<file path="config.mk">
export PLATFORM = sky130hd
export DESIGN_NAME = accumulator_ctrl_flat
export DESIGN_NICKNAME = d
export VERILOG_FILES = /design/src/rtl/accumulator_ctrl_if.sv /design/src/rtl/accumulator_ctrl.sv /design/src/flat_wrapper.sv
export SDC_FILE = /design/constraint.sdc
export NUM_CORES = 1
export LEC_CHECK = 0
export BUFFER_PORTS_ARGS = -buffer_cell sky130_fd_sc_hd__buf_4
export CORE_AREA = 2 2 113 115
export CTS_BUF_LIST = sky130_fd_sc_hd__clkbuf_4 sky130_fd_sc_hd__clkbuf_8 sky130_fd_sc_hd__clkbuf_16
export DETAILED_ROUTE_END_ITERATION = 6
export DIE_AREA = 0 0 115 117
export PLACE_DENSITY = 0.79
export SYNTH_ARGS = -nofsm -noshare
export SYNTH_HDL_FRONTEND = slang
export SYNTH_SLANG_ARGS = --single-unit
</file>
<file path="constraint.sdc">
create_clock -name clk -period 6.9 [get_ports clk]
set_clock_uncertainty 0.05 [all_clocks]
set_input_delay 0.345 -clock clk [delete_from_list [all_inputs] [get_ports clk]]
set_output_delay 0.345 -clock clk [all_outputs]
set_load 0.02 [all_outputs]
</file>
<file path="src/rtl/accumulator_ctrl_if.sv">
// -----------------------------------------------------------------------------
// accumulator_ctrl_if
// Stream bundle between the systolic array, the accumulator controller and the
// unified-buffer writer.
//   in_valid / in_ready / in_data        : column results from the array
//   out_valid / out_ready / out_data /
//   out_idx                              : drain words to the buffer writer
// Modports:
//   slave  : accumulator side (accepts columns, produces drain words)
//   master : environment side (array + buffer writer)
// -----------------------------------------------------------------------------
interface accumulator_ctrl_if #(
    parameter int DATA_W = 32,
    parameter int ROWS   = 2
);
    localparam int IDX_W = (ROWS > 1) ? $clog2(ROWS) : 1;

    logic              in_valid;
    logic              in_ready;
    logic [DATA_W-1:0] in_data;
    logic              out_valid;
    logic              out_ready;
    logic [DATA_W-1:0] out_data;
    logic [IDX_W-1:0]  out_idx;

    modport slave (
        input  in_valid, in_data, out_ready,
        output in_ready, out_valid, out_data, out_idx
    );

    modport master (
        output in_valid, in_data, out_ready,
        input  in_ready, out_valid, out_data, out_idx
    );
endinterface

</file>
<file path="src/rtl/accumulator_ctrl.sv">
// -----------------------------------------------------------------------------
// accumulator_ctrl
// Sequencing controller and ROWS-entry storage bank for the accumulator stage.
// Collects num_tiles K-tiles of column results (tile 0 overwrites the bank,
// later tiles are summed in), then drains the bank over a valid/ready stream.
//
// Ports:
//   clk        : clock, rising edge
//   reset      : asynchronous active-low reset
//   start      : job request, honoured only when idle
//   num_tiles  : tile count, sampled when start is accepted
//   bus        : accumulator_ctrl_if.slave (column input + drain output)
//   busy       : job in progress (FILL or DRAIN)
//   done       : one-cycle pulse at job end
//   sat        : sticky saturation flag for the current job
//
// Build option:
//   ACC_CTRL_SATURATE_EN : when defined, tile sums clamp to the signed DATA_W
//                          limits and set sat; otherwise sums wrap, sat = 0.
// -----------------------------------------------------------------------------
module accumulator_ctrl #(
    parameter int ROWS   = 2,
    parameter int DATA_W = 32,
    parameter int TILE_W = 8
) (
    input  logic                     clk,
    input  logic                     reset,
    input  logic                     start,
    input  logic [TILE_W-1:0]        num_tiles,
    accumulator_ctrl_if.slave        bus,
    output logic                     busy,
    output logic                     done,
    output logic                     sat
);
    localparam int IDX_W = (ROWS > 1) ? $clog2(ROWS) : 1;

    typedef enum logic [1:0] {
        ST_IDLE  = 2'd0,
        ST_FILL  = 2'd1,
        ST_DRAIN = 2'd2,
        ST_DONE  = 2'd3
    } state_t;

    state_t            state_r;
    state_t            state_nxt_s;
    logic [DATA_W-1:0] mem_r [ROWS];
    logic [IDX_W-1:0]  row_idx_r;
    logic [IDX_W-1:0]  drain_idx_r;
    logic [TILE_W-1:0] tile_cnt_r;
    logic [TILE_W-1:0] num_tiles_r;
    logic              in_ready_r;
    logic              out_valid_r;
    logic              busy_r;
    logic              done_r;
    logic              beat_s;
    logic              last_beat_s;
    logic              xfer_s;
    logic              drain_last_s;
    logic [DATA_W-1:0] acc_val_s;

`ifdef ACC_CTRL_SATURATE_EN
    logic              sat_r;
    logic              sat_hit_s;

    // Signed add clamped to the DATA_W limits; MSB of the result flags a clamp.
    function automatic logic [DATA_W:0] add_sat(input logic [DATA_W-1:0] a,
                                                input logic [DATA_W-1:0] b);
        logic [DATA_W-1:0] s;
        logic              ovf;
        s   = a + b;
        ovf = (a[DATA_W-1] == b[DATA_W-1]) && (s[DATA_W-1] != a[DATA_W-1]);
        if (!ovf) begin
            return {1'b0, s};
        end else if (a[DATA_W-1]) begin
            return {1'b1, 1'b1, {(DATA_W-1){1'b0}}};
        end else begin
            return {1'b1, 1'b0, {(DATA_W-1){1'b1}}};
        end
    endfunction

    assign sat = sat_r;
`else
    assign sat = 1'b0;
`endif

    assign bus.in_ready  = in_ready_r;
    assign bus.out_valid = out_valid_r;
    // Drain word is read straight from the bank so it holds under backpressure.
    assign bus.out_data  = out_valid_r ? mem_r[drain_idx_r] : {DATA_W{1'b0}};
    assign bus.out_idx   = out_valid_r ? drain_idx_r : {IDX_W{1'b0}};
    assign busy          = busy_r;
    assign done          = done_r;

    // Handshake decode and the value written back into the bank this beat.
    always_comb begin
        beat_s       = bus.in_valid && in_ready_r;
        last_beat_s  = (row_idx_r == IDX_W'(ROWS - 1)) &&
                       (tile_cnt_r == (num_tiles_r - TILE_W'(1)));
        xfer_s       = out_valid_r && bus.out_ready;
        drain_last_s = (drain_idx_r == IDX_W'(ROWS - 1));
`ifdef ACC_CTRL_SATURATE_EN
        sat_hit_s    = 1'b0;
        if (tile_cnt_r == {TILE_W{1'b0}}) begin
            acc_val_s = bus.in_data;
        end else begin
            {sat_hit_s, acc_val_s} = add_sat(mem_r[row_idx_r], bus.in_data);
        end
`else
        if (tile_cnt_r == {TILE_W{1'b0}}) begin
            acc_val_s = bus.in_data;
        end else begin
            acc_val_s = mem_r[row_idx_r] + bus.in_data;
        end
`endif
    end

    // Next-state logic for the job sequencer.
    always_comb begin
        state_nxt_s = state_r;
        case (state_r)
            ST_IDLE: begin
                if (start) begin
                    if (num_tiles == {TILE_W{1'b0}}) begin
                        state_nxt_s = ST_DONE;
                    end else begin
                        state_nxt_s = ST_FILL;
                    end
                end else begin
                    state_nxt_s = ST_IDLE;
                end
            end
            ST_FILL: begin
                if (beat_s && last_beat_s) begin
                    state_nxt_s = ST_DRAIN;
                end else begin
                    state_nxt_s = ST_FILL;
                end
            end
            ST_DRAIN: begin
                if (xfer_s && drain_last_s) begin
                    state_nxt_s = ST_DONE;
                end else begin
                    state_nxt_s = ST_DRAIN;
                end
            end
            ST_DONE:  state_nxt_s = ST_IDLE;
            default:  state_nxt_s = ST_IDLE;
        endcase
    end

    // State register plus status outputs registered from the next state.
    always_ff @(posedge clk or negedge reset) begin
        if (!reset) begin
            state_r     <= ST_IDLE;
            in_ready_r  <= 1'b0;
            out_valid_r <= 1'b0;
            busy_r      <= 1'b0;
            done_r      <= 1'b0;
        end else begin
            state_r     <= state_nxt_s;
            in_ready_r  <= (state_nxt_s == ST_FILL);
            out_valid_r <= (state_nxt_s == ST_DRAIN);
            busy_r      <= (state_nxt_s == ST_FILL) || (state_nxt_s == ST_DRAIN);
            done_r      <= (state_nxt_s == ST_DONE);
        end
    end

    // Bank, counters and job parameters.
    always_ff @(posedge clk or negedge reset) begin
        if (!reset) begin
            for (int i = 0; i < ROWS; i++) begin
                mem_r[i] <= {DATA_W{1'b0}};
            end
            row_idx_r   <= {IDX_W{1'b0}};
            drain_idx_r <= {IDX_W{1'b0}};
            tile_cnt_r  <= {TILE_W{1'b0}};
            num_tiles_r <= {TILE_W{1'b0}};
`ifdef ACC_CTRL_SATURATE_EN
            sat_r       <= 1'b0;
`endif
        end else begin
            case (state_r)
                ST_IDLE: begin
                    if (start) begin
                        num_tiles_r <= num_tiles;
                        row_idx_r   <= {IDX_W{1'b0}};
                        tile_cnt_r  <= {TILE_W{1'b0}};
`ifdef ACC_CTRL_SATURATE_EN
                        sat_r       <= 1'b0;
`endif
                    end
                end
                ST_FILL: begin
                    if (beat_s) begin
                        mem_r[row_idx_r] <= acc_val_s;
`ifdef ACC_CTRL_SATURATE_EN
                        sat_r <= sat_r | sat_hit_s;
`endif
                        if (row_idx_r == IDX_W'(ROWS - 1)) begin
                            row_idx_r  <= {IDX_W{1'b0}};
                            tile_cnt_r <= tile_cnt_r + TILE_W'(1);
                        end else begin
                            row_idx_r  <= row_idx_r + IDX_W'(1);
                        end
                        if (last_beat_s) begin
                            drain_idx_r <= {IDX_W{1'b0}};
                        end
                    end
                end
                ST_DRAIN: begin
                    if (xfer_s) begin
                        if (drain_last_s) begin
                            drain_idx_r <= {IDX_W{1'b0}};
                        end else begin
                            drain_idx_r <= drain_idx_r + IDX_W'(1);
                        end
                    end
                end
                default: begin
                end
            endcase
        end
    end
endmodule

</file>
<file path="src/flat_wrapper.sv">
// flat-port wrapper written by rule: the top's interface ports become plain ports
module accumulator_ctrl_flat 
#(
    parameter int ROWS   = 2,
    parameter int DATA_W = 32,
    parameter int TILE_W = 8
)
  (clk, reset, start, num_tiles, busy, done, sat, bus_in_valid, bus_in_data, bus_out_ready, bus_in_ready, bus_out_valid, bus_out_data, bus_out_idx);
  accumulator_ctrl_if #(.DATA_W(DATA_W), .ROWS(ROWS)) bus_i ();
  input  logic clk;
  input  logic reset;
  input  logic start;
  input  logic [TILE_W-1:0] num_tiles;
  output logic busy;
  output logic done;
  output logic sat;
  input wire logic [$bits(bus_i.in_valid)-1:0] bus_in_valid;
  input wire logic [$bits(bus_i.in_data)-1:0] bus_in_data;
  input wire logic [$bits(bus_i.out_ready)-1:0] bus_out_ready;
  output wire logic [$bits(bus_i.in_ready)-1:0] bus_in_ready;
  output wire logic [$bits(bus_i.out_valid)-1:0] bus_out_valid;
  output wire logic [$bits(bus_i.out_data)-1:0] bus_out_data;
  output wire logic [$bits(bus_i.out_idx)-1:0] bus_out_idx;
  assign bus_i.in_valid = bus_in_valid;
  assign bus_i.in_data = bus_in_data;
  assign bus_i.out_ready = bus_out_ready;
  assign bus_in_ready = bus_i.in_ready;
  assign bus_out_valid = bus_i.out_valid;
  assign bus_out_data = bus_i.out_data;
  assign bus_out_idx = bus_i.out_idx;
  accumulator_ctrl #(.ROWS(ROWS), .DATA_W(DATA_W), .TILE_W(TILE_W)) u_core (.clk(clk), .reset(reset), .start(start), .num_tiles(num_tiles), .bus(bus_i), .busy(busy), .done(done), .sat(sat));
endmodule
</file>
== After elaboration in Yosys (flattened, before gate mapping) ==
Index checks and enable logic that the tools add are counted.
Storage, ports and cells
  bits in registers: 88
  input bits: 45
  output and inout port bits: 38
  word-level logic and storage cells: 80
Cells by class
  add/subtract/negate cells: 5
  $lt $le $gt $ge: 3
  equality and inequality tests: 12
  multiplexer cells: 30
  bitwise operators: 2
  reductions and logical operators: 17
Operators with widths (number)
  $mux W32: 9
  $bwmux W64: 1
  $add A32 B32 Y32: 1
  $demux W32 S1: 1
  $mux W8: 3
  $logic_not A8 Y1: 2
  $pmux W8 S2: 1
  $mux W1: 9
  $add A8 B1 Y8 const B: 1
  $eq A2 B2 Y1 const B: 4
  $eq A8 B8 Y1: 1
  $ne A2 B1 Y1 const B: 4
  $pmux W2 S4: 1
  $reduce_and A4 Y1: 2
  $sub A8 B1 Y8 const B: 1
  $logic_and A1 B1 Y1: 6
  $mux W2: 3
  $eq A2 B1 Y1 const B: 2
  $ge A2 B2 Y1 const B: 2
  $not A1 Y2: 2
  $pmux W1 S2: 2
  $reduce_and A2 Y1: 2
  $reduce_bool A2 Y1: 2
  $reduce_and A3 Y1: 1
  other kinds (5): 6

== Longest topological paths before layout ==
  depth after elaboration: 8
  mapped depth: 14
  depth with buffers taken out: 13

== Least setup slack after synthesis ==
OpenSTA, ideal clock, no wires.
  path kind: reg-to-reg
  start: register u_core.row_idx_r
  end: register u_core.mem_r[62] (netlist name)
  library setup time: 124 ps
  arrival: 3415 ps
  data required time: 6726 ps
  slack: 3311 ps
  cell stages (with the launch flop): 14
  path buffers: 2
  clock period less this slack: 3589 ps
  cell sequence: dfrtp_1 -> clkbuf_1 -> clkbuf_1 -> mux2_2 -> ha_1 -> o21ai_0 -> a2111o_1 -> a31oi_2 -> nor3b_4 -> a31oi_2 -> a41o_1 -> a21oi_2 -> xnor2_1 -> o31a_1
On the way
  word-level cells in the longest chain between the ends: 7
  elaborated cells on any way between the ends: 12
  classes of those cells: add/sub: 1; order compare: 2; mux: 7; bitwise: 1; reduce/logical: 1
Ends and longest elaborated chain
  start, declared: RTL line accumulator_ctrl.sv:47  | logic [IDX_W-1:0] row_idx_r;
  start signal, assigned: RTL line accumulator_ctrl.sv:174  | row_idx_r <= {IDX_W{1'b0}};
  start signal, assigned: RTL line accumulator_ctrl.sv:186  | row_idx_r <= {IDX_W{1'b0}};
  start signal, assigned: RTL line accumulator_ctrl.sv:200  | row_idx_r <= {IDX_W{1'b0}};
  $not A1 Y2 (not written as such) *: RTL line accumulator_ctrl.sv:112, accumulator_ctrl.sv:195
  $mux W32 (not written as such) (3 in series): RTL line accumulator_ctrl.sv:112  | acc_val_s = mem_r[row_idx_r] + bus.in_data;
  $add A32 B32 Y32: RTL line accumulator_ctrl.sv:112
  $mux W32: RTL line accumulator_ctrl.sv:109  | if (tile_cnt_r == {TILE_W{1'b0}}) begin
  $bwmux W64 *: RTL line accumulator_ctrl.sv:195  | mem_r[row_idx_r] <= acc_val_s;
  end signal, assigned by index: RTL line accumulator_ctrl.sv:172  | mem_r[i] <= {DATA_W{1'b0}};
  end signal, assigned by index: RTL line accumulator_ctrl.sv:195
  end, declared: RTL line accumulator_ctrl.sv:46  | logic [DATA_W-1:0] mem_r [ROWS];
Every way passes the cells marked *; elsewhere a longest branch is shown, timed or not. The select of a mux whose other input is x is not followed.
A chain may end at the register's enable or synchronous reset.

== Worst setup path in the final report ==
Ends and elaborated chain as after synthesis.

==> results.cfg <==
[cells_and_area]
fillers = 1093
antennaDiodeCount = 0
syn_to_final_growth_pct = 15.2
nNetsFinal = 904
instances_no_fill = 976
seq_area_sq_um = 2200
drive_above_1_share_pct = 19.1
multi_input_area_sq_um = 4140

[logic_synthesis]
ys_warn_count = 0
synthSimpleGateAreaFrac_pct = 18.2
synth_nets = 846
synthCells = 763
ys_async_sr_fraction_pct = 100
synth_common_cells = 107 x nand2_1, 88 x dfrtp_1, 60 x o21ai_0
synthDistinctLibCells = 64
synth-edff-count = 0
synth.largest_area_cell = dfrtp_1
syn_area_sq_um = 6580
synth_top_area_share_pct = 33.5
synth_seq_cells = 88
synth_flop_cell = dfrtp_1
synth_compound_area_share_pct = 18.9
yosysSeqAreaShare_pct = 33.5
synth_top_family_by_area = compound AO/OA/AOI/OAI gates
synthMuxAreaShare_pct = 12.9
synthAdderAreaFrac_pct = 7.34
syn_area_per_cell_sq_um = 8.62
synth_xor_area_share_pct = 5.33
synth.most_common_cell = nand2_1
ys_top_cells_by_area = dfrtp_1 33%, ha_1 7.0%, mux2_2 6.7%

[drt]
antenna_left = 0
via_per_inst = 5.81
wl_met3_um = 602
drc = 0
drt-wirelength-per-cell_um = 16.1
dr_wl_met2_mm = 7.61
vias = 5675
drtIter0Drc = 305
drt_first_pass_iters = 5
wirelength_mm = 15.7
wl_met1_mm = 7.20
dr.max_layer_used = met4

[worst_hold_path]
hp-class = primary input to flop

[power]
p_per_area_nw_per_um2 = 521
leakage_nw = 3.53
max-vdd-ir-drop_uv = 225

[setup_path]
cp-end-kind = flop
worstPathRequired_ns = 7.08
worst-setup-path-type = flop to flop
worstPathMaxFanout = 38
setup.worst_path.start_class = flop
arrival_ns = 3.94

[die]
die_h_um = 117
core_sq_um = 12300
ios = 83
die_x_um = 115
start_util_pct = 53.4
fp-row-count = 41
fp.dieArea_sq_um = 13500

[timing]
fin_crit_sh_pct = 54.5
max_freq_mhz = 266
relSlewSlack_pct = 24.0
slew_viol_final = 0
finalSetupViolCount = 0
rsz0062_at_grt = false
finalHoldViolations = 0
finalCriticalPeriod_ns = 3.76
tightest_slew_ns = 1.14
final.setup.tns_ns = 0

[clocking]
clk_latency_ns = 0.35
htreeDepth = 3
cts_tree = done
clk_pin_slew_worst_paths_ns = 0.07
clock_path_buffers = 2
clock-sinks = 88
cts_made_buffers = 9
root_buffer = clkbuf_16
cts.hold.buffers_added = 1
post_cts_buffers = 0
cts-resized-gates = 0

[run]
max_cap_viol_count = 0

[global_route]
grt_pass1_wl_mm = 26.0
grt_max_degree = 59
grt_pass1_vias = 5356
grt_overflow = 0
grt_usage_pct = 24.3
grt_antenna_before_repair = 0

[placement]
port_buffers = 81
routabilityCongestion = 0.906
dp.cells = 959
dpl.hpwl_mm = 11.2

[status]
status = finished, final reports clean
cells in the final DEF, fill, tap and decap left out, drive strengths merged, types with 7 or more instances in the layout:
cell,n
a211oi,7
a21o,19
a21oi,51
a31oi,10
buf,88
clkbuf,13
dfrtp,88
ha,37
inv,20
mux2,39
mux2i,41
nand2,107
nand3,13
nand4,8
nor2,45
nor2b,36
nor3,8
o21ai,86
or3,7
xnor2,21
xor2,19
stage by stage:
stage | hold slack (ns) | area (sq um) | worst slack, ns | utilization [%] | power [mW]
after floorplan | -0.000591 | 6580 | 3.31 | - | 2.90
after global placement | 0.241 | 7260 | 3.34 | 59.0 | 3.34
after detailed placement | 0.245 | 7260 | 3.16 | 59.0 | 3.41
after CTS | 0.161 | 7580 | 3.15 | 61.5 | 3.94
after global routing | 0.180 | 7580 | 2.95 | 61.5 | 4.33
final | 0.166 | 7580 | 3.14 | 61.5 | 3.95
power by group:
| part | switching (mW) | total [mW] | internal (mW) |
|---|---|---|---|
| Combinational | 1.42 | 2.49 | 1.07 |
| Clock | 0.203 | 0.506 | 0.302 |
| Sequential | 0.195 | 0.953 | 0.758 |
cell families (layout without fill, tap and decap cells):
group	count (synthesis)	in the layout
AND/OR/NAND/NOR	248	248
AO/OA/AOI/OAI	206	206
flip-flops	88	88
multiplexers	80	80
buffers and inverters	62	125
XOR/XNOR	40	40
adder cells (fa/ha/maj)	38	38
other	1	1
registers in the layout, indices dropped and copies added (netlist names):
register and cells:
u_core.mem_r 64, u_core.num_tiles_r 8, u_core.tile_cnt_r 8, u_core.state_r 2, u_core.bus.in_ready 1, u_core.bus.out_valid 1, u_core.busy 1, u_core.done 1
u_core.drain_idx_r 1, u_core.row_idx_r 1
worst max-delay path, stage by stage, from the launching register on:
cell and delay [ns]:
dfrtp_1 0.32, buf_4 0.43, mux2_2 0.40, ha_1 0.21, inv_1 0.08, fa_1 0.23, nor2b_4 0.06, o2111ai_1 0.33
a31oi_2 0.20, nor3b_4 0.29, a31oi_2 0.16, a41o_1 0.27, a21oi_2 0.14, xnor2_1 0.10, o31a_1 0.31
metal layers:
layer | track usage, % | up-vias
met2 | 41.1 | 125
li1 | - | 2823
met3 | 2.47 | 18
met1 | 32.6 | 2709
met5 | 0 | -
met4 | 9.32 | 0
final timing paths:
| check | from | end | slack (ns) | cells past startpoint |
|---|---|---|---|---|
| max in group asynchronous | reset | u_core.drain_idx_r | 5.27 | 3 |
| hold / removal | num_tiles[1] | u_core.num_tiles_r[1] | 0.17 | 3 |
| setup / recovery | u_core.row_idx_r | u_core.mem_r[62] | 3.14 | 14 |
| min in group asynchronous | reset | u_core.mem_r[11] | 0.41 | 2 |
| setup reg to reg | u_core.row_idx_r | u_core.mem_r[62] | 3.14 | 14 |
| hold reg to reg | u_core.mem_r[46] | u_core.mem_r[46] | 0.45 | 2 |
layout make-up:
type | count | share of cell area, %
Multi-Input combinational cell | 613 | 54.6
Sequential cell | 88 | 29.1
Timing Repair Buffer | 89 | 8.85
Clock buffer | 13 | 3.45
Tap cell | 150 | 2.48
Inverter | 20 | 0.991
Clock inverter | 3 | 0.562
Power figures use the tool's default switching activity.
